### src/rtl/mac_operand_writer.sv
// Producer for the MAC operand FIFOs: writes DEPTH pairs of arithmetic A/B sequences
// and tracks a golden sum of products for the top-level self-check.
module mac_operand_writer #(
    parameter int unsigned DATA_WIDTH = 8,
    parameter int unsigned DEPTH      = 8,
    parameter int unsigned ACC_WIDTH  = 24,
    parameter int unsigned A_START    = 2,
    parameter int unsigned A_STEP     = 1,
    parameter int unsigned B_START    = 119,
    parameter int unsigned B_STEP     = 9
) (
    input  logic                         clk,
    input  logic                         rst,
    input  logic                         start,
    input  logic                         a_full,
    input  logic                         b_full,
    output logic                         wren,
    output logic [DATA_WIDTH-1:0]        a_wdata,
    output logic [DATA_WIDTH-1:0]        b_wdata,
    output logic [1:0]                   state,
    output logic [$clog2(DEPTH+1)-1:0]   count,
    output logic [ACC_WIDTH-1:0]         expected_acc,
    output logic                         done
);

    localparam int unsigned CountWidth = $clog2(DEPTH + 1);
    localparam int unsigned ProdWidth  = 2 * DATA_WIDTH;

    typedef enum logic [1:0] {
        StIdle = 2'd0,
        StFill = 2'd1,
        StDone = 2'd2
    } state_e;

    state_e                  state_q;
    logic [DATA_WIDTH-1:0]   a_q;
    logic [DATA_WIDTH-1:0]   b_q;
    logic [CountWidth-1:0]   count_q;
    logic [ACC_WIDTH-1:0]    acc_q;
    logic                    done_q;
    logic [ProdWidth-1:0]    prod;

    // Writes go to both FIFOs together, so either full flag stalls the pair.
    assign wren = (state_q == StFill) && !a_full && !b_full;
    assign prod = ProdWidth'(a_q) * ProdWidth'(b_q);

    always_ff @(posedge clk) begin
        if (rst) begin
            state_q <= StIdle;
            a_q     <= DATA_WIDTH'(A_START);
            b_q     <= DATA_WIDTH'(B_START);
            count_q <= '0;
            acc_q   <= '0;
            done_q  <= 1'b0;
        end else begin
            case (state_q)
                StIdle, StDone: begin
                    if (start) begin
                        state_q <= StFill;
                        a_q     <= DATA_WIDTH'(A_START);
                        b_q     <= DATA_WIDTH'(B_START);
                        count_q <= '0;
                        acc_q   <= '0;
                        done_q  <= 1'b0;
                    end
                end
                StFill: begin
                    if (wren) begin
                        count_q <= count_q + 1'b1;
                        acc_q   <= acc_q + ACC_WIDTH'(prod);
                        a_q     <= a_q + DATA_WIDTH'(A_STEP);
                        b_q     <= b_q + DATA_WIDTH'(B_STEP);
                        if (count_q == CountWidth'(DEPTH - 1)) begin
                            state_q <= StDone;
                            done_q  <= 1'b1;
                        end
                    end
                end
                default: begin
                    state_q <= StIdle;
                    done_q  <= 1'b0;
                end
            endcase
        end
    end

    assign state        = state_q;
    assign a_wdata      = a_q;
    assign b_wdata      = b_q;
    assign count        = count_q;
    assign expected_acc = acc_q;
    assign done         = done_q;

endmodule

### config.mk
export PLATFORM = sky130hd
export DESIGN_NAME = mac_operand_writer
export DESIGN_NICKNAME = d
export VERILOG_FILES = /design/src/rtl/mac_operand_writer.sv
export SDC_FILE = /design/constraint.sdc
export NUM_CORES = 1
export LEC_CHECK = 0
export CAP_MARGIN = 40
export CORE_MARGIN = 2
export CORE_UTILIZATION = 55
export DETAILED_ROUTE_END_ITERATION = 7
export PLACE_DENSITY_LB_ADDON = 0.08
export SLEW_MARGIN = 20
export SYNTH_ARGS = -nofsm -noshare
export SYNTH_HDL_FRONTEND = slang
export SYNTH_SLANG_ARGS = --single-unit
### constraint.sdc
create_clock -name clk -period 5.25 [get_ports clk]
set_clock_uncertainty 0.05 [all_clocks]
set_input_delay 0.7875 -clock clk [delete_from_list [all_inputs] [get_ports clk]]
set_output_delay 0.7875 -clock clk [all_outputs]
set_load 0.005 [all_outputs]
==> After elaboration in Yosys (flattened, before gate mapping) <==
Index checks and enable logic that the tools add are counted.
{ "classes": {"n_addsub": 4, "n_mul": 1, "eq_ne": 6, "muxes": 20, "reduce_logical": 9} }
{ "ops": {"columns": ["operator", "n"], "rows": [
  ["$mux W24", 2],
  ["$pmux W24 S2", 1],
  ["$mux W8", 4],
  ["$pmux W8 S2", 2],
  ["$add A24 B16 Y24", 1],
  ["$mul A8 B8 Y16", 1],
  ["$add A8 B1 Y8 const B", 1],
  ["$add A8 B4 Y8 const B", 1],
  ["$mux W4", 2],
  ["$pmux W4 S2", 1],
  ["$mux W2", 3],
  ["$reduce_and A3 Y1", 2],
  ["$add A4 B1 Y4 const B", 1],
  ["$eq A4 B3 Y1 const B", 1],
  ["$ne A2 B2 Y1 const B", 2],
  ["$pmux W2 S2", 1],
  ["$mux W1", 3],
  ["$eq A2 B1 Y1 const B", 1],
  ["$eq A2 B2 Y1 const B", 1],
  ["$logic_and A1 B1 Y1", 2],
  ["$logic_not A1 Y1", 2],
  ["$logic_not A2 Y1", 1],
  ["$ne A2 B1 Y1 const B", 1],
  ["$pmux W1 S2", 1],
  ["2 further kinds", 2]
]} }
{ "word_totals": {"reg_bits": 47, "elab_cells": 46} }

==> Longest topological paths before layout <==
Gate-level depths: netlist of the first run.
{ "depth": {"depth_word": 5, "mapped_depth": 17} }

==> Worst setup path before layout of the first run <==
Ideal clock, no wire load.
{ "synth_path": {"path_kind": "reg2reg", "start": "register b_q[4], in the netlist b_wdata[4]", "end": "register acc_q[14], in the netlist expected_acc[14]", "setup_ns": 0.117, "arrival_ns": 4.470, "t_required_ns": 5.083, "setup_slack_ns": 0.613, "path_stages_with_launch": 17, "path_cell_list": "dfxtp_1 clkbuf_1 nand2_1 fa_1 inv_1 fa_1 fa_1 inv_1 fa_1 inv_1 ha_1 a21o_2 nand3_1 o21ai_0 o31a_1 or3_1 a32o_1"} }
{ "synth_via": {"elab_chain_cells": 4} }
{ "synth_rtl": {"columns": ["element", "line_no", "source"], "rows": [
  ["start: declaration", "37", "logic [DATA_WIDTH-1:0] b_q;"],
  ["start signal: assignment", "51", "b_q <= DATA_WIDTH'(B_START);"],
  ["start signal: assignment", "61", "b_q <= DATA_WIDTH'(B_START);"],
  ["start signal: assignment", "72", "b_q <= b_q + DATA_WIDTH'(B_STEP);"],
  ["$mul A8 B8 Y16", "45", "assign prod = ProdWidth'(a_q) * ProdWidth'(b_q);"],
  ["$add A24 B16 Y24", "70", "acc_q <= acc_q + ACC_WIDTH'(prod);"],
  ["$mux W24", "68", "if (wren) begin"],
  ["$pmux W24 S2", "56", "case (state_q)"],
  ["end signal: assignment", "70", null],
  ["end: declaration", "39", "logic [ACC_WIDTH-1:0] acc_q;"]
]} }
Every way passes these cells. The select of a mux whose other input is x is not followed.
A chain may end at the register's enable or synchronous reset.

==> Final worst setup path of the first run <==
{ "layout_path": {"start": "register b_q[5], in the netlist b_wdata[5]", "end": "register acc_q[20], in the netlist expected_acc[20]"} }
Same word-level chain as after synthesis.

==> run_results.csv, run 1 <==
group,metric,value,unit
sta,tightestPinTransition,0.808,ns
synth,synth_edf_count,0,
detailed_routing,wl_per_cell,15.7,um
layout,drive_gt1_frac,0.0525,
sta,fin_crit,4.91,ns
floorplan,core,8180,sq um
setup_path,ff2ff_path_depth,14,
placement,portBuffers,52,
placement,dpl_cell_area,5250,sq um
synth,synth-seq-cells,46,
grt,grt_usage,0.256,
worst_hold_path,holdPathStages,2,
pwr,leakage,2.48,nW
layout,n_antenna_cell,0,
grt,first_global_vias,3721,
placement,hpwl,8.53,mm
sta,relSlewSlack,0.459,
cts,cts_tree,"yes",
detailed_routing,postRouteAntennaNets,0,
pwr,power.density,154,nW/um^2
synth,synth_cells,550,
layout,fill_cells,699,
synth,muxShareOfSynthArea,0.0108,
floorplan,initial_core_util,0.565,
synth,synth_top_area_frac,0.217,
sta,period_share,0.936,
worst_hold_path,hold_path_class,"reg -> reg",
cts,cts.clk_slew.worst_paths,0.11,ns
setup_path,crit_arrival,5.10,ns
grt,grt_remaining_overflow,0,
sta,hold_viol_final,0,
floorplan,fp.dieW,95.7,um
synth,netlist_area,4620,sq um
setup_path,critPathMaxFanout,13,
floorplan,die_y,95.7,um
grt,antenna_found_initial,0,
detailed_routing,drc,0,
pwr,swShare,0.342,
run_status,outcome,"completed",
cts,cts_made_buffers,5,
setup_path,critical_path_class,"reg -> reg",
pwr,power.clock.fraction,0.304,
detailed_routing,dr.first_iter.drc_count,106,
synth,async_flop_share,0,
sta,fin_setup_tns,0,ns
cts,htreeDepth,2,
sta,slew_viol_final,0,
layout,area_growth,15.7,%
synth,synth_top_family_by_area,"adder cells",
grt,grt_pass1_wl,18.0,mm
pwr,p_int,0.540,mW
cts,holdBufCountCts,0,
sta,whs,0.446,ns
synth,synthXorXnorAreaFrac,0.0455,
setup_path,cp-start-kind,"flop",
floorplan,io_pins,53,
grt,grt_max_degree,21,
placement,gp_congestion,0.906,
synth,synth_compound_area_frac,0.125,
pwr,p_comb_frac,0.236,
sta,rsz0062_at_grt,"false",
pwr,p_seq_frac,0.461,
sta,max_freq,204,MHz
floorplan,fp.dieArea,9150,sq um
synth,ys_types,46,
synth,seq_area_frac_synth,0.199,
synth,synth-simple-area-share,0.175,
synth,yosysWarnings,0,
synth,netlist_top_cells_area,"fa_1 22%, dfxtp_1 20%, ha_1 12%, inv_1 8.5%, and2_1 4.9%",
cts,insertion_delay,0.31,ns
cts,cts_root_buffer,"clkbuf_8",
detailed_routing,firstDrtPassIters,4,
detailed_routing,vias_per_cell,5.32,
synth,avgSynthCellArea,8.40,sq um
floorplan,num_rows,33,
cts,clock_sinks,46,
layout,final_cell_mix,"105 x inv_1, 59 x nand2_1, 52 x clkdlybuf4s50_1",
pwr,vdd_drop_max,0.173,mV
cts,cts_buffer_depth,2,
synth,synth_ff_type,"dfxtp_1",
detailed_routing,vias,3701,
detailed_routing,wl,10.9,mm
setup_path,endpoint_kind,"flop",
synth,yosysTopAreaCell,"fa_1",
run,max_cap_violations,0,
layout,final_common_cell,"inv_1",
layout,post-route-cell-area,5350,sq um
sta,finalSetupViolations,0,
synth,synth_nets,649,
setup_path,crit_required,5.44,ns
layout,nets,689,
synth,synthAdderAreaFrac,0.336,
pwr,p_switching,0.281,mW
## worst max-delay path, cell delays in order, from the launching register on
cell and delay [ns]:
dfxtp_1 0.60, and2_1 0.22, fa_1 0.44, fa_1 0.52, fa_1 0.54, inv_1 0.05, fa_1 0.53, inv_1 0.04
ha_1 0.37, and2_1 0.21, nand4_1 0.11, a21oi_1 0.30, o21ai_0 0.26, a211oi_1 0.35, mux2i_1 0.23
## stage by stage
| stage | instances | setup WS (ns) | power, mW | util |
|---|---|---|---|---|
| floorplan | 550 | 0.613 | 0.512 | - |
| global placement | 686 | 0.386 | 0.568 | 0.639 |
| detailed placement | 688 | 0.324 | 0.579 | 0.642 |
| CTS | 696 | 0.305 | 0.830 | 0.654 |
| global route | 696 | 0.0348 | 0.874 | 0.654 |
| finish | 696 | 0.338 | 0.821 | 0.654 |
## logic make-up after synthesis
group / Yosys count
AOI/OAI and AO/OA: 80
DFF: 46
adders and majority gates: 94
xor gates and xnor gates: 24
and+or+nand+nor: 168
muxes: 5
buffers and inverters: 133
## synthesized netlist by cell type, types with 2 or more instances
cell,number
nand4_1,7
clkbuf_1,26
nor2b_1,3
or2_2,2
nor2_1,35
and3_1,4
xnor2_1,11
nand2_1,59
nand4b_1,2
nand3_1,9
dfxtp_1,46
inv_1,105
a21oi_1,20
a22oi_1,8
xor2_1,13
mux2i_1,5
o21bai_1,4
fa_1,50
a31oi_1,6
o21ai_0,20
and2_1,36
nor3_1,2
ha_1,44
or3_1,6
a21o_1,3
a211oi_1,4
## worst paths after layout
kind / startpoint / slack, ns / to
max: b_wdata[5] / 0.34 / expected_acc[20]
min: expected_acc[9] / 0.45 / expected_acc[9]
max reg2reg: b_wdata[5] / 0.34 / expected_acc[20]
min reg2reg: expected_acc[9] / 0.45 / expected_acc[9]
## sequential cells by signal, indices dropped and copies added, names as in the netlist
register / cells
done: 1
b_wdata: 8
expected_acc: 24
state: 1
count: 4
a_wdata: 8
## final cells by class
class / count / area [sq um] / share of cell area
clock inverters: 3 / 27.5 / 0.00515
inverters: 105 / 394 / 0.0737
flip-flops and latches: 46 / 923 / 0.173
multi-input cells: 371 / 3200 / 0.599
well taps: 105 / 131 / 0.0246
clock buffers: 5 / 68.8 / 0.0129
repair buffers: 61 / 599 / 0.112
## per-layer routing
| metal | track usage | wire (um) |
|---|---|---|
| met1 | 0.331 | 4930 |
| met3 | 0.0332 | 263 |
| met5 | 0 | 0 |
| met4 | 0.0583 | 140 |
| met2 | 0.453 | 5560 |
## power groups by stage
stage          sequential, mW  clock (mW)  combinational [mW]
4_1_cts                 0.377       0.258               0.195
3_5_place_dp            0.385           0               0.194
3_3_place_gp            0.384           0               0.184
2_1_floorplan           0.373           0               0.139
5_1_grt                 0.380       0.271               0.223
6_report                0.378       0.249               0.193
## what timing repair did
item,4_1_cts,5_1_grt
setup endpoints to repair,0,3
resized for setup,0,3
setup buffers,0,0
Power figures use the tool's default switching activity.
==> run 2, diff against run 1 <==
--- a/config.mk
+++ b/config.mk
@@ -5,6 +5,7 @@
 export SDC_FILE = /design/constraint.sdc
 export NUM_CORES = 1
 export LEC_CHECK = 0
+export ABC_AREA = 0
 export CAP_MARGIN = 40
 export CORE_MARGIN = 2
 export CORE_UTILIZATION = 55
==> results of run 2 <==
No change in the layout: final DEF, timing and power equal those of run 1.
